--- src/rtl/cache_pkg.sv ---
// Shared encodings for the cache-side valid/tag memories.
// State and read-source enums are used by ram_1w2r_clr.
package cache_pkg;
  typedef enum logic {ST_CLEAR = 1'b0, ST_READY = 1'b1} state_e;
  typedef enum logic [1:0] {RS_ZERO = 2'd0, RS_BANK = 2'd1, RS_FWD = 2'd2} rsel_e;
endpackage

--- src/rtl/ram_1w1r.sv ---
// One 1-write/1-read bank with a registered read port and an unreset array,
// so it maps onto a block RAM primitive.
module ram_1w1r #(
  parameter int WIDTH  = 8,
  parameter int DEEPTH = 1
) (
  input  logic              clk,
  input  logic              i_we,
  input  logic [DEEPTH-1:0] i_waddr,
  input  logic [WIDTH-1:0]  i_wdata,
  input  logic              i_re,
  input  logic [DEEPTH-1:0] i_raddr,
  output logic [WIDTH-1:0]  o_rdata
);
  logic [WIDTH-1:0] r_mem [2**DEEPTH];
  logic [WIDTH-1:0] r_rdata;

  always_ff @(posedge clk) begin
    if (i_we) r_mem[i_waddr] <= i_wdata;
    if (i_re) r_rdata <= r_mem[i_raddr];
  end

  assign o_rdata = r_rdata;
endmodule

--- src/rtl/ram_1w2r_clr.sv ---
// Two lockstep-written banks give two independent read ports; a sweep FSM
// zeroes every word after reset or on clr_req, with write-first forwarding.
module ram_1w2r_clr
  import cache_pkg::*;
#(
  parameter int WIDTH  = 8,
  parameter int DEEPTH = 1
) (
  input  logic              clk,
  input  logic              rst,
  input  logic [DEEPTH-1:0] W_addr,
  input  logic [WIDTH-1:0]  W_data,
  input  logic              W_en,
  input  logic [DEEPTH-1:0] R_addr_A,
  input  logic              R_en_A,
  output logic [WIDTH-1:0]  R_data_A,
  input  logic [DEEPTH-1:0] R_addr_B,
  input  logic              R_en_B,
  output logic [WIDTH-1:0]  R_data_B,
  input  logic              clr_req,
  output logic              busy
);
  localparam logic [DEEPTH-1:0] PTR_MAX = '1;

  state_e            r_state, w_state_nx;
  logic [DEEPTH-1:0] r_ptr;
  logic              w_wr_ok, w_we;
  logic [DEEPTH-1:0] w_waddr;
  logic [WIDTH-1:0]  w_wdata;

  logic [1:0][DEEPTH-1:0] w_raddr;
  logic [1:0]             w_ren;
  logic [1:0][WIDTH-1:0]  w_rdata;

  assign w_raddr = {R_addr_B, R_addr_A};
  assign w_ren   = {R_en_B, R_en_A};

  // Clear wins over a same-cycle external write.
  assign w_wr_ok = (r_state == ST_READY) && W_en && !clr_req && !rst;

  always_ff @(posedge clk) begin
    if (rst) r_state <= ST_CLEAR;
    else     r_state <= w_state_nx;
  end

  always_ff @(posedge clk) begin
    if (rst)                                    r_ptr <= '0;
    else if (r_state == ST_CLEAR)               r_ptr <= r_ptr + 1'b1;
    else if (clr_req)                           r_ptr <= '0;
  end

  always_comb begin
    w_state_nx = r_state;
    case (r_state)
      ST_CLEAR: if (r_ptr == PTR_MAX) w_state_nx = ST_READY;
      ST_READY: if (clr_req)          w_state_nx = ST_CLEAR;
      default:                        w_state_nx = ST_CLEAR;
    endcase
  end

  always_comb begin
    busy    = (r_state == ST_CLEAR);
    w_we    = 1'b0;
    w_waddr = W_addr;
    w_wdata = W_data;
    if (!rst && r_state == ST_CLEAR) begin
      w_we    = 1'b1;
      w_waddr = r_ptr;
      w_wdata = '0;
    end else if (w_wr_ok) begin
      w_we    = 1'b1;
    end
  end

  for (genvar g = 0; g < 2; g++) begin : g_port
    rsel_e            r_sel;
    logic [WIDTH-1:0] r_fwd;
    logic [WIDTH-1:0] w_bank_q;
    logic             w_fwd;

    assign w_fwd = w_wr_ok && w_ren[g] && (W_addr == w_raddr[g]);

    ram_1w1r #(.WIDTH(WIDTH), .DEEPTH(DEEPTH)) u_bank (
      .clk     (clk),
      .i_we    (w_we),
      .i_waddr (w_waddr),
      .i_wdata (w_wdata),
      .i_re    (w_ren[g] && !busy && !w_fwd && !rst),
      .i_raddr (w_raddr[g]),
      .o_rdata (w_bank_q)
    );

    // Source select decides which holding register drives the port.
    always_ff @(posedge clk) begin
      if (rst)              r_sel <= RS_ZERO;
      else if (w_ren[g]) begin
        if (busy)           r_sel <= RS_ZERO;
        else if (w_fwd)     r_sel <= RS_FWD;
        else                r_sel <= RS_BANK;
      end
    end

    always_ff @(posedge clk) begin
      if (!rst && w_fwd) r_fwd <= W_data;
    end

    always_comb begin
      case (r_sel)
        RS_BANK: w_rdata[g] = w_bank_q;
        RS_FWD:  w_rdata[g] = r_fwd;
        default: w_rdata[g] = '0;
      endcase
    end
  end

  assign R_data_A = w_rdata[0];
  assign R_data_B = w_rdata[1];
endmodule

--- config.mk ---
export PLATFORM = sky130hd
export DESIGN_NAME = ram_1w2r_clr
export DESIGN_NICKNAME = d
export VERILOG_FILES = /design/src/rtl/cache_pkg.sv /design/src/rtl/ram_1w1r.sv /design/src/rtl/ram_1w2r_clr.sv
export SDC_FILE = /design/constraint.sdc
export NUM_CORES = 1
export LEC_CHECK = 0
export CAP_MARGIN = 20
export CORE_ASPECT_RATIO = 0.9
export CORE_MARGIN = 2
export CORE_UTILIZATION = 45
export CTS_CLUSTER_SIZE = 10
export DETAILED_ROUTE_END_ITERATION = 8
export GPL_TIMING_DRIVEN = 0
export PLACE_DENSITY = 0.8
export SKIP_CTS_REPAIR_TIMING = 1
export SLEW_MARGIN = 30
export SYNTH_ARGS = -nofsm -noshare
export SYNTH_HDL_FRONTEND = slang
export SYNTH_SLANG_ARGS = --single-unit
--- constraint.sdc ---
create_clock -name clk -period 1.55 [get_ports clk]
set_input_delay 0.465 -clock clk [delete_from_list [all_inputs] [get_ports clk]]
set_output_delay 0.465 -clock clk [all_outputs]
set_load 0.03 [all_outputs]
### After elaboration in Yosys (flattened, before gate mapping)

Memory sizes are Yosys's and may differ from the RTL's. A register that Yosys moved wholly into a read port is not among the register bits.
Cells that the tools add are included.

* RAM bits: 32
* bits in registers: 22
* logic and storage cells: 54
* memory bits (read-only): 0
* bits in latches: 0
* output and inout port bits: 17
* input port bits: 17
* memories: 2

* order comparisons: 0
* add/subtract/negate cells: 1
* muxes and demuxes: 17
* equality and inequality tests: 7
* reduce and logical (&&, ||, !) cells: 20
* shift operators: 0
* divide/modulo/power cells: 0
* bitwise logic cells: 1
* multiply operators: 0

Memory list
* g_port[0].u_bank.r_mem: words 2, width 8, read ports 1, clocked after Yosys merged registers in 1, wr ports 1, RTL line ram_1w1r.sv:15 `logic [WIDTH-1:0] r_mem [2**DEEPTH];`
* g_port[1].u_bank.r_mem: words 2, width 8, read ports 1, clocked after Yosys merged registers in 1, wr ports 1, RTL line ram_1w1r.sv:15

Operator list (number)
* case mux 8 bit (2 select lines): 2
* logical AND 1 bit: 16
* 2-to-1 mux 1 bit: 9
* 2-to-1 mux 2 bit: 4
* 2-to-1 mux 8 bit: 1
* equality test 2 x 1 -> 1 bit, second input constant: 2
* equality test 2 bit, second input constant: 2
* zero test 1 bit: 4
* equality test 1 bit: 2
* inequality test 2 bit, second input constant: 1
* case mux 1 bit (2 select lines): 1
* adder 1 bit, second input constant: 1
* NOT 1 bit: 1

### Depth between registers and ports, before layout

Gate-level depths: netlist of run 1.

* word-level depth: 8
* depth in mapped cells: 5
* gate-level depth less buffers: 4

### Hierarchy

From an unflattened synthesis of run 1, not the netlist that was laid out.

* cells, all modules: 177
* area total of the unflattened synthesis: 2844.0 µm²

Modules (own cells, without submodules)
* ram_1w1r: sequential area each 720.7 µm², area an instance 864.6 µm², cells each 35, times used 2
* ram_1w2r_clr: sequential area each 600.6 µm², area an instance 1114.8 µm², cells each 107, times used 1

### Worst setup path after synthesis of run 1

OpenSTA, ideal clock, no wires.

* path type: register to output
* from: reg g_port[0].r_sel[0]
* to: out R_data_A[0]
* buffers on the path: 1
* arrival time: 1241 ps
* setup slack: -156 ps
* required time: 1085 ps
* cell stages (with the launch flop): 5
* cell sequence: dfxtp_1 inv_1 ha_1 buf_1 nor2_1

* word-level cells in the longest chain between the ends: 2
* elaborated cells between the ends (all ways): 3
* those cells by class: 2 x eq/ne; 1 x mux

RTL lines
* start, declared: RTL line ram_1w2r_clr.sv:76 `rsel_e r_sel;`
* start signal, assigned: RTL line ram_1w2r_clr.sv:95 `if (rst) r_sel <= RS_ZERO;`
* start signal, assigned: RTL line ram_1w2r_clr.sv:97 `if (busy) r_sel <= RS_ZERO;`
* start signal, assigned: RTL line ram_1w2r_clr.sv:98 `else if (w_fwd) r_sel <= RS_FWD;`
* equality test 2 bit or equality test 2 x 1 -> 1 bit (tied branches): RTL line ram_1w2r_clr.sv:108 `case (r_sel)`
* case mux 8 bit (2 select lines) *: RTL line ram_1w2r_clr.sv:108
* end, declared: RTL line ram_1w2r_clr.sv:16 `output logic [WIDTH-1:0] R_data_A,`

Every way passes the cells marked *; elsewhere a longest branch is shown, timed or not.

### Worst setup path after layout of run 1

* from: reg g_port[0].r_sel[1]
* to: out R_data_A[2]

The elaborated chain is that of the path after synthesis.

==> reports/metrics.yaml, run 1 <==
final_layout:
  multi_input_area_sq_um: 933
  nFillCells: 332
  layout.area.seq_sq_um: 1580
  finalInstanceArea_sq_um: 3140
  diodes: 0
  drive_above_1_share: 0.534
  area_growth_pct: 36.4
  layout.nets: 213
  final_util: 0.642
synth:
  syn_area_sq_um: 2300
  synth_seq_cells: 54
  synth_edf_count: 48
  avgSynthCellArea_sq_um: 14.6
  ys_warn_count: 0
  yosysSeqAreaShare: 0.678
  synth_common_cells: "edfxtp_1, a22oi_1, mux2_2, nor2_1, nor2b_1"
  synth.distinct_cells: 28
  synth_most_common_cell: "edfxtp_1"
  synthTopCellsByArea: "edfxtp_1, mux2_2, dfxtp_1, a22oi_1, nor2_1"
  yosysTopAreaCell: "edfxtp_1"
  async_flop_share: 0
  synth_top_cell_area_share: 0.625
  synth_nets: 179
  ys.flop_type: "edfxtp_1"
  syn_inst: 158
setup_path:
  crit_fanout: 8
  path_cells: "inv_4 -> ha_4 -> a22oi_2 -> nor2_4 -> buf_6"
  crit_family: "flip-flops"
  critPathMaxStageDelay_ps: 390
  slowest_stage: "dfxtp_4"
  cp.required_ps: 1080
  cp-start-kind: "flop"
  endpoint_kind: "output pin"
  crit_buf_inv: 2
  critPathKind: "reg -> out"
  cp.arrival_ps: 1360
placement:
  gp_congestion: 0.723
  place_hpwl_um: 2960
  io_buffers: 31
  place_area_sq_um: 2790
sta:
  timing.fmax_ghz: 0.547
  min_period_over_period: 1.18
  hold_viol_final: 0
  timing_worst_slew_pin_value_ps: 482
  rsz0062_at_grt: "true"
  tns_ps: -4120
  min_period_ps: 1830
  relSlewSlack: 0.676
  drv_slew: 0
  setup_violations: 16
  fin_worst_skew_ps: 6.03
  fin_ws_ps: -277
min_path:
  hold_class: "in -> reg"
power_and_ir_drop:
  peakVddDrop_mv: 0.484
  p_per_area_nw_per_um2: 937
  leakage_nw: 1.03
  finalPower_mw: 2.95
floorplanning:
  ios: 34
  die_height_um: 71.9
  start_util: 0.471
  die_x_um: 79.4
  num_rows: 24
  die_area_sq_um: 5710
  fp.coreArea_sq_um: 4890
grt:
  grt_pass1_vias: 1256
  grt_usage: 0.152
  grt_max_degree: 19
  grt_antenna_before_repair: 0
  grt_overflow_total: 0
  grt_pass1_wl_um: 6260
clock_tree:
  cts-root-buf: "clkbuf_8"
  cts_buffers: 5
  cts.clk_slew.worst_paths_ps: 90
  cts_buffer_depth: 2
  cts_max_level: 2
  cts_tree: "done"
  clkLatencyLatePin_ps: 310
  cts.sinks: 54
detailed_routing:
  wl_per_cell_um: 16.0
  dr.first_iter.drc_count: 82
  drt_first_pass_iters: 4
  drtAntennaViolNets: 0
  drt-total-wl_um: 4130
  drt_drc_violations_left: 0
  num_vias: 1326
  viasPerCell: 5.14
outcome:
  violations: "setup timing"
  status: "complete, but fails checks"
flow_run:
  max_cap_viol_count: 0
[kinds of logic (layout without fill, tap and decap cells)]
family	after synthesis	in the layout	share of synthesized area
buf+inv	17	52	0.0358
simple gates	37	37	0.0874
compound gates	26	26	0.0831
mux	18	18	0.0869
xor+xnor	2	2	0.00760
flops	54	54	0.678
fa+ha+maj	4	4	0.0217
[metal layers]
layer  track usage  share of wire
met4        0.0690          0.019
met2         0.228           0.46
met5             0              0
met3        0.0448          0.050
met1         0.207           0.48
[cell type report]
cell class / instances / area share
sequential: 54 / 0.502
multi-input combinational: 87 / 0.297
timing repair buffer: 32 / 0.110
tap: 65 / 0.0259
clock buffer: 5 / 0.0219
buffer: 6 / 0.0199
clock inverter: 3 / 0.0151
inverter: 6 / 0.00876
[per-stage QoR]
step | hold WS (ps) | worst slack, ps | cells
final | 530 | -277 | 258
after global routing | 520 | -336 | 258
after CTS | 524 | -1050 | 262
after detailed placement | 522 | -694 | 254
after global placement | 503 | -682 | 254
after floorplan | 485 | -77.1 | 158
[state kept, by name, indices dropped and copies added, names as in the netlist]
register and cells:
r_state 1, g_port.r_fwd 16, g_port.u_bank.o_rdata 16, r_ptr 1, g_port.r_sel 4, g_port.u_bank.r_mem 16
[where the power goes]
group / switching [mW] / internal, mW
combinational: 0.171 / 0.152
clock: 0.450 / 0.489
sequential: 0.0292 / 1.65
[worst reg2reg max path, cell delays in order, from the launching register on]
cell and delay (ps):
dfxtp_1 310, buf_4 170, nor2_2 280, a22o_2 330
[worst paths after layout]
| check | from | end | slack (ps) | depth (start not counted) |
|---|---|---|---|---|
| worst max-delay path | g_port[0].r_sel[1]$_SDFFE_PP0P_ | R_data_A[2] | -280 | 5 |
| worst min-delay path | R_addr_A | g_port[0].u_bank.o_rdata[1]$_DFFE_PP_ | 530 | 2 |
| worst max register to register | r_state$_SDFF_PP0_ | g_port[1].u_bank.r_mem[1][3]$_DFFE_PP_ | 170 | 3 |
| worst min register to register | r_ptr$_SDFFE_PP0P_ | r_ptr$_SDFFE_PP0P_ | 550 | 2 |
[layout by cell type, fill, tap and decap left out, drive strengths merged]
| cell type | synthesis | final |
|---|---|---|
| bufinv | 0 | 1 |
| a21oi | 4 | 4 |
| buf | 7 | 23 |
| a22oi | 16 | 16 |
| nor2 | 17 | 17 |
| and2 | 1 | 1 |
| clkbuf | 4 | 6 |
| mux2i | 2 | 2 |
| nor3 | 1 | 1 |
| a22o | 1 | 1 |
| nand3b | 3 | 3 |
| clkdlybuf4s50 | 0 | 9 |
| a31o | 2 | 2 |
| or2 | 1 | 1 |
| a21o | 1 | 1 |
| dlymetal6s2s | 0 | 5 |
| nor4bb | 1 | 1 |
| nor2b | 9 | 9 |
| ha | 4 | 4 |
| and3 | 2 | 2 |
| mux2 | 16 | 16 |
| inv | 6 | 7 |
| edfxtp | 48 | 48 |
| clkinv | 0 | 1 |
| nor3b | 2 | 2 |
| xnor2 | 2 | 2 |
| dfxtp | 6 | 6 |
| a311oi | 2 | 2 |
Note: power is estimated with default switching activity, not from simulation.
==> run 2, diff against run 1 <==
--- a/config.mk
+++ b/config.mk
@@ -8,3 +8,3 @@
 export CAP_MARGIN = 20
-export CORE_ASPECT_RATIO = 0.9
+export CORE_ASPECT_RATIO = 1.2
 export CORE_MARGIN = 2
==> constraint.sdc (replaced) <==
create_clock -name clk -period 1.55 [get_ports clk]
set_input_delay 0.2325 -clock clk [delete_from_list [all_inputs] [get_ports clk]]
set_output_delay 0.2325 -clock clk [all_outputs]
set_load 0.03 [all_outputs]
==> run 2 against run 1 <==
  * The flow still finishes with violations (setup timing)
  * Largest power group unchanged
  * Combinational power shrank 8.4%
  * Final area shrank 6.7%
  * Die area is essentially flat
  * Sequential share of layout area grew 3.6 points
  * Sequential power is essentially flat
  * First-iteration DRC count shrank 39%
  * Wire length shrank 2.7%
  * Total power shrank 0.93%
  * Clock skew grew 4.9 ps
  * Largest cell class unchanged
==> reports/metrics.yaml, run 2 (synthesis results as in run 1) <==
final_layout:
  area_growth_pct: 27.2
  nFillCells: 367
  final_util: 0.593
  layout.nets: 212
  post_layout_nonfiller_instances: 252
  diodes: 0
  mostFrequentLayoutCells: "edfxtp_1, buf_4, nor2_1, mux2_2"
  final_common_cell: "edfxtp_1"
  finalInstanceArea_sq_um: 2930
  drive_above_1_share: 0.432
grt:
  grt_usage: 0.136
  grt_pass1_vias: 1284
  grt_pass1_wl_um: 5910
  grt_overflow_total: 0
  grt_antenna_before_repair: 0
  grt_max_degree: 19
sta:
  hold_viol_final: 0
  fin_worst_skew_ps: 10.9
  drv_slew: 0
  fin_ws_ps: -99.5
  setup_violations: 4
  tns_ps: -167
  min_period_over_period: 1.06
  rsz0062_at_grt: "true"
  min_period_ps: 1650
  timing.fmax_ghz: 0.606
  timing_worst_slew_pin_value_ps: 467
  relSlewSlack: 0.689
  whs_ps: 302
min_path:
  hold_path_depth: 2
  hold_class: "in -> reg"
detailed_routing:
  viasPerCell: 5.28
  drt-total-wl_um: 4010
  num_vias: 1330
  dr.first_iter.drc_count: 50
  drtAntennaViolNets: 0
  drt_first_pass_iters: 4
  drt_drc_violations_left: 0
  wl_per_cell_um: 15.9
clock_tree:
  cts_max_level: 2
  cts_buffer_depth: 2
  cts.clk_slew.worst_paths_ps: 100
  cts_buffers: 5
  cts-root-buf: "clkbuf_8"
  cts_tree: "done"
  cts.sinks: 54
  clkLatencyLatePin_ps: 310
setup_path:
  crit_buf_inv: 2
  ff2ff_path_depth: 3
  critPathMaxStageDelay_ps: 370
  path_cells: "inv_2 -> ha_4 -> a22oi_1 -> nor2_1 -> buf_2"
  cp.required_ps: 1320
  slowest_stage: "dfxtp_4"
  cp.arrival_ps: 1420
  path_depth: 5
  crit_fanout: 8
  endpoint_kind: "output pin"
  critPathKind: "reg -> out"
  cp-start-kind: "flop"
  reg2reg_slack_ps: 130
  crit_family: "flip-flops"
power_and_ir_drop:
  peakVddDrop_mv: 0.579
  p_per_area_nw_per_um2: 996
  leakage_nw: 0.959
placement:
  place_hpwl_um: 2970
  placed_cells: 249
  io_buffers: 31
  place_area_sq_um: 2690
  gp_congestion: 0.740
floorplanning:
  die_area_sq_um: 5710
  fp.coreArea_sq_um: 4940
  num_rows: 28
  die_x_um: 69.3
  ios: 34
  die_height_um: 82.4
  start_util: 0.467
outcome:
  status: "complete, but fails checks"
  violations: "setup timing"
flow_run:
  max_cap_viol_count: 0
[run 2: changes by cell type in the layout (fill, tap and decap cells not counted), sizes merged]
cell	before	now
clkdlybuf4s50	9	14
dlymetal6s2s	5	1
buf	23	22
clkbuf	6	5
[run 2: final cells by class]
type / count / area, sq um / share of cell area
multi-input cells: 87 / 818 / 0.279
flip-flops and latches: 54 / 1580 / 0.538
clock buffers: 5 / 68.8 / 0.0235
clock inverters: 3 / 47.5 / 0.0162
plain buffers: 5 / 40.0 / 0.0137
inverters: 6 / 27.5 / 0.00939
well taps: 60 / 75.1 / 0.0256
repair buffers: 32 / 278 / 0.0948
[run 2: routing by layer]
layer / track usage / up-vias / share of wire
met5: 0 / - / 0
met4: 0.0667 / 0 / 0.017
met3: 0.0328 / 6 / 0.031
met2: 0.244 / 28 / 0.51
met1: 0.155 / 637 / 0.44
li1: - / 659 / -
[run 2: per-stage QoR]
step / power [mW] / setup slack, ps
after floorplan: 1.88 / 76.3
after global placement: 1.97 / -465
after detailed placement: 1.98 / -491
after CTS: 2.90 / -836
after global routing: 3.00 / -168
final: 2.92 / -99.5
[run 2: final timing paths]
| path | from | to |
|---|---|---|
| min reg2reg | r_ptr$_SDFFE_PP0P_ | r_ptr$_SDFFE_PP0P_ |
| max reg2reg | r_state$_SDFF_PP0_ | g_port[1].u_bank.o_rdata[5]$_DFFE_PP_ |
| min | R_addr_A | g_port[0].u_bank.o_rdata[6]$_DFFE_PP_ |
| max | g_port[1].r_sel[0]$_SDFFE_PP0P_ | R_data_B[0] |
[run 2: power breakdown]
part           leakage (nW)  switching [mW]  total [mW]  internal [mW]
combinational         0.407           0.149       0.296          0.147
sequential            0.494          0.0290        1.68           1.65
clock                0.0587           0.450       0.940          0.489
total                 0.959           0.628        2.92           2.29
==> run 3, diff against run 2 <==
Settings changed: ABC_AREA from default to 1, GPL_ROUTABILITY_DRIVEN from default to 0.
==> run 3 against run 2 <==
  * The run still ends with setup timing left
  * Sequential cell count unchanged
  * Sequential share of layout area decreased by 1.6 points
  * Synthesized cell count increased by 42%
  * Register-to-register slack improved by 20 ps
  * Worst setup slack improved by 45 ps
  * Largest power group unchanged
  * Largest cell class unchanged
  * Wire length increased by 2.4%
  * Fmax increased by 2.8%
  * First-iteration DRC count increased by 110%
==> reports/metrics.yaml, run 3 <==
synth:
  ys_warn_count: 0
  synthTopCellsByArea: "edfxtp_1, nand2_1, inv_1, dfxtp_1, o21ai_0"
  avgSynthCellArea_sq_um: 10.3
  synth.distinct_cells: 17
  syn_area_sq_um: 2310
  synth_edf_count: 48
  syn_inst: 224
  synth_seq_cells: 54
  synth_most_common_cell: "nand2_1"
  synth_common_cells: "nand2_1, edfxtp_1, inv_1"
  synth_top_cell_area_share: 0.623
  synth_nets: 245
  async_flop_share: 0
  yosysTopAreaCell: "edfxtp_1"
  ys.flop_type: "edfxtp_1"
  yosysSeqAreaShare: 0.675
final_layout:
  multi_input_area_sq_um: 759
  final_common_cell: "edfxtp_1"
  mostFrequentLayoutCells: "edfxtp_1, nand2_1, nand2_2, inv_1, o21ai_0"
  layout.nets: 278
  diodes: 0
  drive_above_1_share: 0.341
  layout.area.seq_sq_um: 1580
  area_growth_pct: 30.5
  nFillCells: 380
  post_layout_nonfiller_instances: 318
grt:
  grt_pass1_vias: 1423
  grt_antenna_before_repair: 0
  grt_overflow_total: 0
  grt_usage: 0.145
  grt_pass1_wl_um: 6110
  grt_max_degree: 18
min_path:
  hold_path_depth: 2
  hold_end: "g_port[1].u_bank.o_rdata[4]$_DFFE_PP_"
  hold_start: "R_addr_B"
  hold_class: "in -> reg"
floorplanning:
  fp.coreArea_sq_um: 4940
  die_x_um: 69.5
  die_height_um: 82.6
  die_area_sq_um: 5740
  num_rows: 28
  ios: 34
  start_util: 0.469
setup_path:
  path_cells: "inv_4 -> ha_4 -> nand2_1 -> a21oi_1 -> buf_4"
  cp.required_ps: 1320
  crit-reg2reg-launch: "r_state$_SDFF_PP0_"
  slowest_stage: "dfxtp_4"
  reg2reg_slack_ps: 150
  cp-start-kind: "flop"
  cp.arrival_ps: 1370
  crit_fanout: 8
  crit_family: "flip-flops"
  endpoint_kind: "output pin"
  critPathMaxStageDelay_ps: 380
  ff2ff_path_depth: 4
  critPathKind: "reg -> out"
  crit_buf_inv: 2
  r2r-end: "g_port[1].u_bank.r_mem[1][2]$_DFFE_PP_"
clock_tree:
  clkLatencyLatePin_ps: 310
  cts_max_level: 2
  cts.clk_slew.worst_paths_ps: 90
  cts_buffer_depth: 2
  cts_tree: "done"
  cts.sinks: 54
  cts-root-buf: "clkbuf_8"
  cts_buffers: 5
sta:
  drv_slew: 0
  relSlewSlack: 0.788
  fin_worst_skew_ps: 8.41
  setup_violations: 8
  fin_ws_ps: -54.5
  hold_viol_final: 0
  min_period_ps: 1600
  rsz0062_at_grt: "true"
  timing.fmax_ghz: 0.623
  timing_worst_slew_pin_value_ps: 317
  min_period_over_period: 1.04
detailed_routing:
  dr.first_iter.drc_count: 103
  wl_per_cell_um: 12.9
  num_vias: 1570
  drt-total-wl_um: 4110
  drt_first_pass_iters: 4
  drtAntennaViolNets: 0
  drt_drc_violations_left: 0
  viasPerCell: 4.94
outcome:
  status: "complete, but fails checks"
  violations: "setup timing"
placement:
  place_hpwl_um: 3120
  io_buffers: 32
  placed_cells: 316
  dpl_worst_slack_ps: -617
power_and_ir_drop:
  peakVddDrop_mv: 0.683
  p_per_area_nw_per_um2: 956
  leakage_nw: 1.13
flow_run:
  max_cap_viol_count: 0
==> run 3: cell count changes after synthesis, sizes merged, moves of 5 or more <==
cell,before,now
nand2,0,63
inv,6,34
o21ai,0,20
a22oi,16,0
mux2,16,0
a21oi,4,17
nor2b,9,0
nand3,0,5
==> run 3: layout make-up <==
cell class	instances	share of cell area
repair buffers	32	0.112
clock inverters	3	0.0145
clock buffers	5	0.0228
well taps	60	0.0248
flip-flops and latches	54	0.522
multi-input cells	126	0.251
inverters	34	0.0455
plain buffers	4	0.00745
==> run 3: worst max-delay path by stage <==
stage                                        endpoint  slack, ps                       startpoint  cells after the start
2_1_floorplan                             R_data_A[0]         10  g_port[0].r_sel[0]$_SDFFE_PP0P_                      4
3_3_place_gp   g_port[1].u_bank.r_mem[1][6]$_DFFE_PP_       -570                              rst                      5
3_5_place_dp   g_port[1].u_bank.r_mem[1][6]$_DFFE_PP_       -620                              rst                      5
4_1_cts                                   R_data_A[2]       -810  g_port[0].r_sel[0]$_SDFFE_PP0P_                      6
5_1_grt                                   R_data_A[1]       -110  g_port[0].r_sel[0]$_SDFFE_PP0P_                      5
6_report                                  R_data_A[1]        -50  g_port[0].r_sel[0]$_SDFFE_PP0P_                      5
==> run 3: kinds of logic (layout without fill, tap and decap cells) <==
family,count (synthesis),after routing,synth area share
simple gates,85,85,0.149
fa+ha+maj,4,4,0.0216
compound gates,37,37,0.0800
buf+inv,44,78,0.0746
flops,54,54,0.675
==> run 3: routing by layer <==
layer,GRT usage,share of wire,up-vias
met5,0,0,-
met2,0.273,0.56,24
li1,-,-,799
met4,0.0882,0.022,0
met1,0.144,0.38,739
met3,0.0400,0.032,8
==> run 3: power by group <==
part,switching (mW),total [mW],internal [mW]
combinational,0.171,0.278,0.107
sequential,0.0288,1.69,1.66
clock,0.440,0.924,0.484
==> run 3: worst reg2reg max path, cell delays in order (launching register included) <==
cell	delay, ps
dfxtp_1	370
nor2_2	170
buf_4	190
inv_1	90
a21oi_4	270
==> run 3: through the flow <==
step	total power, mW	instance area (sq um)	hold slack (ps)	util	setup TNS (ps)
final	2.89	3020	386	0.612	-168
after global routing	3.00	3020	381	0.612	-1050
after CTS	2.87	2820	374	0.571	-14790
after detailed placement	1.96	2710	480	0.549	-21400
after global placement	1.95	2710	464	0.549	-19380
after floorplan	1.86	2310	331	-	0
